--- src/rtl/wave_capture.sv ---
// Writer side of the double-buffered 512x8 sample RAM: captures 256 samples per rising zero crossing
// into the half not being displayed, then flips read_index during display idle. Optional: WAVE_CAPTURE_TIMEOUT_EN.
module wave_capture #(
    parameter int unsigned TIMEOUT_SAMPLES = 1024
) (
    input  logic        clk,
    input  logic        reset,
    input  logic        new_sample_ready,
    input  logic [15:0] new_sample_in,
    input  logic        wave_display_idle,
    output logic [8:0]  write_address,
    output logic        write_enable,
    output logic [7:0]  write_sample,
    output logic        read_index
);

    typedef enum logic [1:0] {
        ARMED,
        ACTIVE,
        WAIT
    } state_t;

    state_t      state, state_next;
    logic [7:0]  count;
    logic [15:0] prev_sample;
    logic        crossing;
    logic        trigger;
    logic        write_now;

    assign crossing = prev_sample[15] & ~new_sample_in[15];

`ifdef WAVE_CAPTURE_TIMEOUT_EN
    logic [15:0] quiet_count;
    logic        timeout_hit;

    assign timeout_hit = (quiet_count == 16'(TIMEOUT_SAMPLES - 1));
    assign trigger     = new_sample_ready & (crossing | timeout_hit);

    // Held at zero outside ARMED, so every entry into ARMED starts a fresh count.
    always_ff @(posedge clk or negedge reset) begin
        if (!reset) begin
            quiet_count <= 16'd0;
        end else if (state != ARMED) begin
            quiet_count <= 16'd0;
        end else if (new_sample_ready && !crossing) begin
            quiet_count <= quiet_count + 16'd1;
        end
    end
`else
    localparam int unsigned unused_timeout_samples = TIMEOUT_SAMPLES;
    assign trigger = new_sample_ready & crossing;
`endif

    always_ff @(posedge clk or negedge reset) begin
        if (!reset) begin
            state <= ARMED;
        end else begin
            state <= state_next;
        end
    end

    always_comb begin
        // NOTE: defaults first so no path through the case leaves a variable unassigned (no latch).
        state_next = state;
        write_now  = 1'b0;
        case (state)
            ARMED: begin
                if (trigger) begin
                    write_now  = 1'b1;
                    state_next = ACTIVE;
                end
            end
            ACTIVE: begin
                if (new_sample_ready) begin
                    write_now = 1'b1;
                    if (count == 8'hFF) state_next = WAIT;
                end
            end
            WAIT: begin
                if (wave_display_idle) state_next = ARMED;
            end
            default: state_next = ARMED;
        endcase
    end

    // count is always 0 in ARMED, so a trigger write lands at offset 0 without special casing.
    always_ff @(posedge clk or negedge reset) begin
        if (!reset) begin
            prev_sample   <= 16'd0;
            count         <= 8'd0;
            read_index    <= 1'b0;
            write_enable  <= 1'b0;
            write_address <= 9'd0;
            write_sample  <= 8'd0;
        end else begin
            // NOTE: non-blocking assignments so every register sees pre-edge values of the others.
            if (new_sample_ready) prev_sample <= new_sample_in;
            write_enable <= write_now;
            if (write_now) begin
                write_address <= {~read_index, count};
                write_sample  <= new_sample_in[15:8] ^ 8'h80;
                count         <= count + 8'd1;
            end
            if (state == WAIT && wave_display_idle) begin
                read_index <= ~read_index;
                count      <= 8'd0;
            end
        end
    end

endmodule

--- config.mk ---
export PLATFORM = sky130hd
export DESIGN_NAME = wave_capture
export DESIGN_NICKNAME = d
export VERILOG_FILES = /design/src/rtl/wave_capture.sv
export SDC_FILE = /design/constraint.sdc
export NUM_CORES = 1
export LEC_CHECK = 0
export BUFFER_PORTS_ARGS = -buffer_cell sky130_fd_sc_hd__buf_2
export CORE_MARGIN = 8
export CORE_UTILIZATION = 53
export DETAILED_ROUTE_END_ITERATION = 7
export GPL_TIMING_DRIVEN = 0
export PLACE_DENSITY = 0.88
export SLEW_MARGIN = 10
export SYNTH_ARGS = -nofsm -noshare
export SYNTH_HDL_FRONTEND = slang
export SYNTH_SLANG_ARGS = --single-unit
--- constraint.sdc ---
create_clock -name clk -period 2.2 [get_ports clk]
set_clock_uncertainty 0.05 [all_clocks]
set_input_delay 0.22 -clock clk [delete_from_list [all_inputs] [get_ports clk]]
set_output_delay 0.22 -clock clk [all_outputs]
set_load 0.02 [all_outputs]
==> impl_metrics.ini, run 1 <==
[global_routing]
grt-ovfl-total = 0
grt_max_degree = 31
grt_use_met1_pct = 13.4
gr-usage-met2_pct = 23.2
antenna_found_initial = 0
grt_pass1_wl_um = 4380
use_met3_pct = 6.87
gr-max-usage-layer = met2
track_usage_pct = 13.5
grt_pass1_vias = 1007

[route]
wl_per_cell_um = 15.4
drtPass1Iterations = 4
first_iter_violations = 23
drt-total-wl_um = 2480
drc = 0
drtAntennaViolNets = 0
num_vias = 901
viasPerCell = 5.60

[flow_run]
drv_cap = 0

[yosys]
muxShareOfSynthArea_pct = 15.0
ys_warn_count = 0
async_flop_share_pct = 100
ys_types = 30
synth_compound_area_share_pct = 11.7
netlist.area_leader.share_pct = 59.2
ys_seq_area_share_pct = 59.2
synth_top_family_by_area = multiplexers
synthSimpleGateAreaFrac_pct = 9.38
yosys.area_share.adder_pct = 0.987
syn_inst = 94
syn-num-nets = 115
synth_ff_type = dfrtp_1
synth-xor-area-share_pct = 1.38
netlist.top_cell.by_area = dfrtp_1
syn-mean-instance-area_um2 = 13.5
synthTopCellsByArea = dfrtp_1, mux2_2, o31ai_1
synth-edff-count = 0
ys_seq_elements = 30
syn-cell-area_mm2 = 0.00127

[cts]
cts-root-buf = clkbuf_4
cts.repair.resized = 0
clkTransAtPathRegs_ns = 0.09
cts_tree = done
postCtsSetupBuffers = 0
cts.sinks = 30
htreeDepth = 2
clk_path_buf_depth = 2
clkLatencyLatePin_ns = 0.32
cts_inserted_buffers = 5

[critical_path]
timing.rr.start = state[0]
start_kind = flop
worstPathArrival_ns = 1.76
critPathKind = reg2reg
path_max_fanout = 10
r2r_slack_ns = 0.59
cp-end-kind = flop
reg2reg_depth = 3
worstPathRequired_ns = 2.36
reg2reg_to = write_address[6]

[place]
place.gp.congestion = 0.839
place_hpwl_um = 1890
numPortBuffers = 30
post-place-ws_ns = 0.589

[timing]
max_freq_ghz = 0.622
hold_viol = 0
layout_setup_ws_ns = 0.593
maxSlewViolCount = 0
relSlewSlack_pct = 56.9
finalCritPeriodShare_pct = 73.1
finalSetupViolCount = 0
tightestPinTransition_ns = 0.646
setup_tns_ns = 0
rsz0062_at_grt = no
fin_crit_ns = 1.61

[die]
core_mm2 = 0.00223
die-area_mm2 = 0.00421
die_w_um = 64.9
io_pins = 39
die_y_um = 64.9
placementRows = 17
start_util_pct = 56.8

[power_and_ir_drop]
power.total_mw = 1.57
power.density_mw_per_mm2 = 1030
vdd.ir_drop.worst_mv = 0.692
p_leak_nw = 0.722

[final_layout]
drive_above_1_share_pct = 45.1
synthToLayoutAreaGrowth_pct = 20.1
antenna-diode-count = 0
fillCellCount = 196
fin_nets = 153
utilization_pct = 68.2

[worst_hold_path]
min_to = state[1]
worstHoldStart = wave_display_idle
hold_class = in2reg
whs_path_depth = 2

[outcome]
outcome = complete, no violations
logic make-up after synthesis:
family | Yosys count
adders and majority gates | 1
muxes | 17
buffers and inverters | 6
and+or+nand+nor | 20
AOI/OAI and AO/OA | 18
DFF | 30
xor gates and xnor gates | 2
state kept, by name, summed over array words and instances, names as in the netlist:
name / cells
state: 2
write_sample: 8
prev_sample: 1
write_enable: 1
read_index: 1
write_address: 9
count: 8
worst max-delay path, stage by stage (launching register included):
cell and delay [ns]:
dfrtp_1 0.48, o21ai_4 0.34, buf_4 0.26, mux2_2 0.35
final cells by class:
class / instances / area, µm² / area share (%)
Buffer: 3 / 17.5 / 1.15
Clock buffer: 7 / 55.1 / 3.62
Clock inverter: 1 / 5.00 / 0.329
Inverter: 3 / 11.3 / 0.740
Multi-Input combinational cell: 58 / 488 / 32.0
Sequential cell: 30 / 751 / 49.3
Tap cell: 28 / 35.0 / 2.30
Timing Repair Buffer: 31 / 160 / 10.5
cells in the mapped netlist, types with 2 or more instances:
cell / number
nand4_1: 2
o21ai_0: 2
nor2_1: 4
nand3_1: 3
buf_2: 2
a21oi_1: 2
mux2_2: 16
o211ai_1: 4
o31ai_1: 5
nand2_1: 2
dfrtp_1: 30
nand2b_1: 2
inv_1: 3
report_power, final:
group	leakage (nW)	switching, mW	internal, mW
registers	0.369	0.109	0.685
clock network	0.0353	0.179	0.155
logic	0.318	0.248	0.190
total	0.722	0.536	1.03
routing by layer:
layer	vias up	part of all wire (%)
met2	31	49
met1	442	42
met5	-	0
met4	0	1.7
li1	422	-
met3	6	7.0
worst max path at each step:
stage	start	end	cells past startpoint
3_3_place_gp	state[0]	write_address[1]	3
3_5_place_dp	state[0]	write_address[6]	3
2_1_floorplan	prev_sample[15]	write_address[1]	4
6_report	state[0]	write_address[6]	3
4_1_cts	state[0]	write_address[6]	3
5_1_grt	state[0]	write_address[6]	3
timing repair:
| item | in CTS | in global routing |
|---|---|---|
| hold buffers | 1 | 0 |
| endpoints found under the setup margin | 0 | 0 |
| endpoints found under the hold margin | 30 | 0 |
layout by cell type (no fill, tap or decap), types with 2 or more instances in the layout:
cell type  Yosys  routed
buf_2          2      32
dfrtp_1       30      30
mux2_2        16      16
o31ai_1        5       5
clkbuf_4       0       5
o211ai_1       4       4
nor2_1         4       4
inv_1          3       3
nand3_1        3       3
nand2b_1       2       2
nand2_1        2       2
o21ai_0        2       2
a21oi_1        2       2
nand4_1        2       2
stage by stage:
step           area, µm²  cells  hold slack [ns]
4_1_cts             1520    161           0.0231
3_5_place_dp        1450    152            0.230
5_1_grt             1520    161           0.0238
6_report            1520    161           0.0343
3_3_place_gp        1450    152            0.219
2_1_floorplan       1270     94           -0.126
No activity file was read; power rests on OpenSTA's default activity.
==> run 2, diff against run 1 <==
--- a/config.mk
+++ b/config.mk
@@ -7,10 +7,10 @@
 export LEC_CHECK = 0
 export BUFFER_PORTS_ARGS = -buffer_cell sky130_fd_sc_hd__buf_2
 export CORE_MARGIN = 8
-export CORE_UTILIZATION = 53
+export CORE_UTILIZATION = 49
 export DETAILED_ROUTE_END_ITERATION = 7
 export GPL_TIMING_DRIVEN = 0
-export PLACE_DENSITY = 0.88
+export PLACE_DENSITY = 0.83
 export SLEW_MARGIN = 10
 export SYNTH_ARGS = -nofsm -noshare
 export SYNTH_HDL_FRONTEND = slang
==> constraint.sdc (replaced) <==
create_clock -name clk -period 1.48 [get_ports clk]
set_clock_uncertainty 0.05 [all_clocks]
set_input_delay 0.148 -clock clk [delete_from_list [all_inputs] [get_ports clk]]
set_output_delay 0.148 -clock clk [all_outputs]
set_load 0.02 [all_outputs]
==> impl_metrics.ini, run 2 (synthesis results as in run 1) <==
[outcome]
outcome = complete, no violations

[place]
place_hpwl_um = 1860
numPortBuffers = 30
place.gp.congestion = 0.865

[critical_path]
path_max_fanout = 5
cp-end-kind = flop
start_kind = flop
critPathKind = reg2reg
worstPathArrival_ns = 1.66
timing.rr.start = state[1]
worstPathRequired_ns = 1.69
reg2reg_depth = 4
reg2reg_to = count[7]
r2r_slack_ns = 0.03

[timing]
tightestPinTransition_ns = 0.659
finalSetupViolCount = 0
finalCritPeriodShare_pct = 98.1
maxSlewViolCount = 0
fin_crit_ns = 1.45
hold-worst-slack_ns = 0.0157
max_freq_ghz = 0.689
hold_viol = 0
rsz0062_at_grt = yes
relSlewSlack_pct = 56.1

[global_routing]
track_usage_pct = 13.2
grt-ovfl-total = 0
grt_max_degree = 31
antenna_found_initial = 0
grt_pass1_wl_um = 4430
grt_pass1_vias = 1006

[route]
drtPass1Iterations = 4
drc = 0
drt-total-wl_um = 2570
drtAntennaViolNets = 0
num_vias = 967
first_iter_violations = 21
viasPerCell = 5.49
wl_per_cell_um = 14.6

[die]
core_mm2 = 0.00245
placementRows = 18
io_pins = 39
die-area_mm2 = 0.00447
start_util_pct = 51.6
die_w_um = 66.9
die_y_um = 66.9

[power_and_ir_drop]
power.density_mw_per_mm2 = 1430
p_leak_nw = 0.783
vdd.ir_drop.worst_mv = 0.863
power.total_mw = 2.37

[cts]
clk_path_buf_depth = 2
clkTransAtPathRegs_ns = 0.09
cts.sinks = 30
cts_inserted_buffers = 5
cts-root-buf = clkbuf_4
cts_tree = done
htreeDepth = 2
clkLatencyLatePin_ns = 0.32

[final_layout]
antenna-diode-count = 0
fin_nets = 166
largestRegisters = write_address: 9 flops, count: 8 flops, write_sample: 8 flops
multi_input_area_um2 = 488
largest_reg_flops = 9
drive_above_1_share_pct = 46.6
final_common_cell = buf_2
ff_latch_area_um2 = 753
final_cell_mix = buf_2, dfrtp_1, mux2_2
synthToLayoutAreaGrowth_pct = 30.4
largest_register = write_address
fillCellCount = 198

[worst_hold_path]
worstHoldStart = new_sample_in[15]
whs_path_depth = 2
hold_class = in2reg
min_to = write_sample[7]

[flow_run]
drv_cap = 0
run 2: worst max-delay path by stage:
stage | startpoint | slack, ns | endpoint | cells after the start
floorplan | prev_sample[15] | 0.03 | write_address[1] | 4
global placement | state[0] | -0.09 | write_address[1] | 3
detailed placement | state[0] | -0.12 | write_address[4] | 3
CTS | state[0] | 0.01 | count[5] | 5
global route | prev_sample[15] | -0.03 | write_address[1] | 4
finish | state[1] | 0.03 | count[7] | 4
run 2: metal layers:
metal	vias up	GRT usage, %	wire [µm]
met2	33	21.9	1290
met4	0	7.83	53
met1	483	12.9	994
li1	447	-	-
met3	4	6.54	231
met5	-	0	0
run 2: report_power, final:
group	total, mW	switching [mW]	leakage [nW]	internal, mW
logic	0.694	0.379	0.380	0.315
registers	1.18	0.161	0.368	1.02
clock network	0.493	0.263	0.0353	0.230
run 2: metrics by stage:
stage / util (%) / setup slack [ns] / instances / area (µm²) / setup TNS, ns
2_1_floorplan: - / 0.0274 / 94 / 1270 / 0
3_3_place_gp: 59.3 / -0.0874 / 154 / 1460 / -0.598
3_5_place_dp: 59.3 / -0.117 / 154 / 1460 / -0.830
4_1_cts: 64.7 / 0.0139 / 169 / 1590 / 0
5_1_grt: 67.3 / -0.0276 / 176 / 1650 / -0.114
6_report: 67.3 / 0.0277 / 176 / 1650 / 0
run 2: area by class of cell:
type	count	share of cell area (%)
clock inverter	1	0.303
inverter	3	0.681
buffer	3	1.44
timing repair buffer	44	16.9
sequential	30	45.6
multi-input combinational	58	29.5
tap	30	2.27
clock buffer	7	3.33
run 2: repair_timing:
action                                  CTS  global route
hold buffers                              5             3
setup buffers                             2             4
endpoints found under the setup margin   10            13
hold endpoints to repair                 34             3
pin swaps                                 1             2
cloned                                    0             0
resized for setup                         3             2
run 2: worst max-delay path, stage by stage, from the launching register on:
cell      delay, ns
dfrtp_1        0.38
buf_4          0.14
o21bai_4       0.18
or4_1          0.50
a21oi_1        0.13
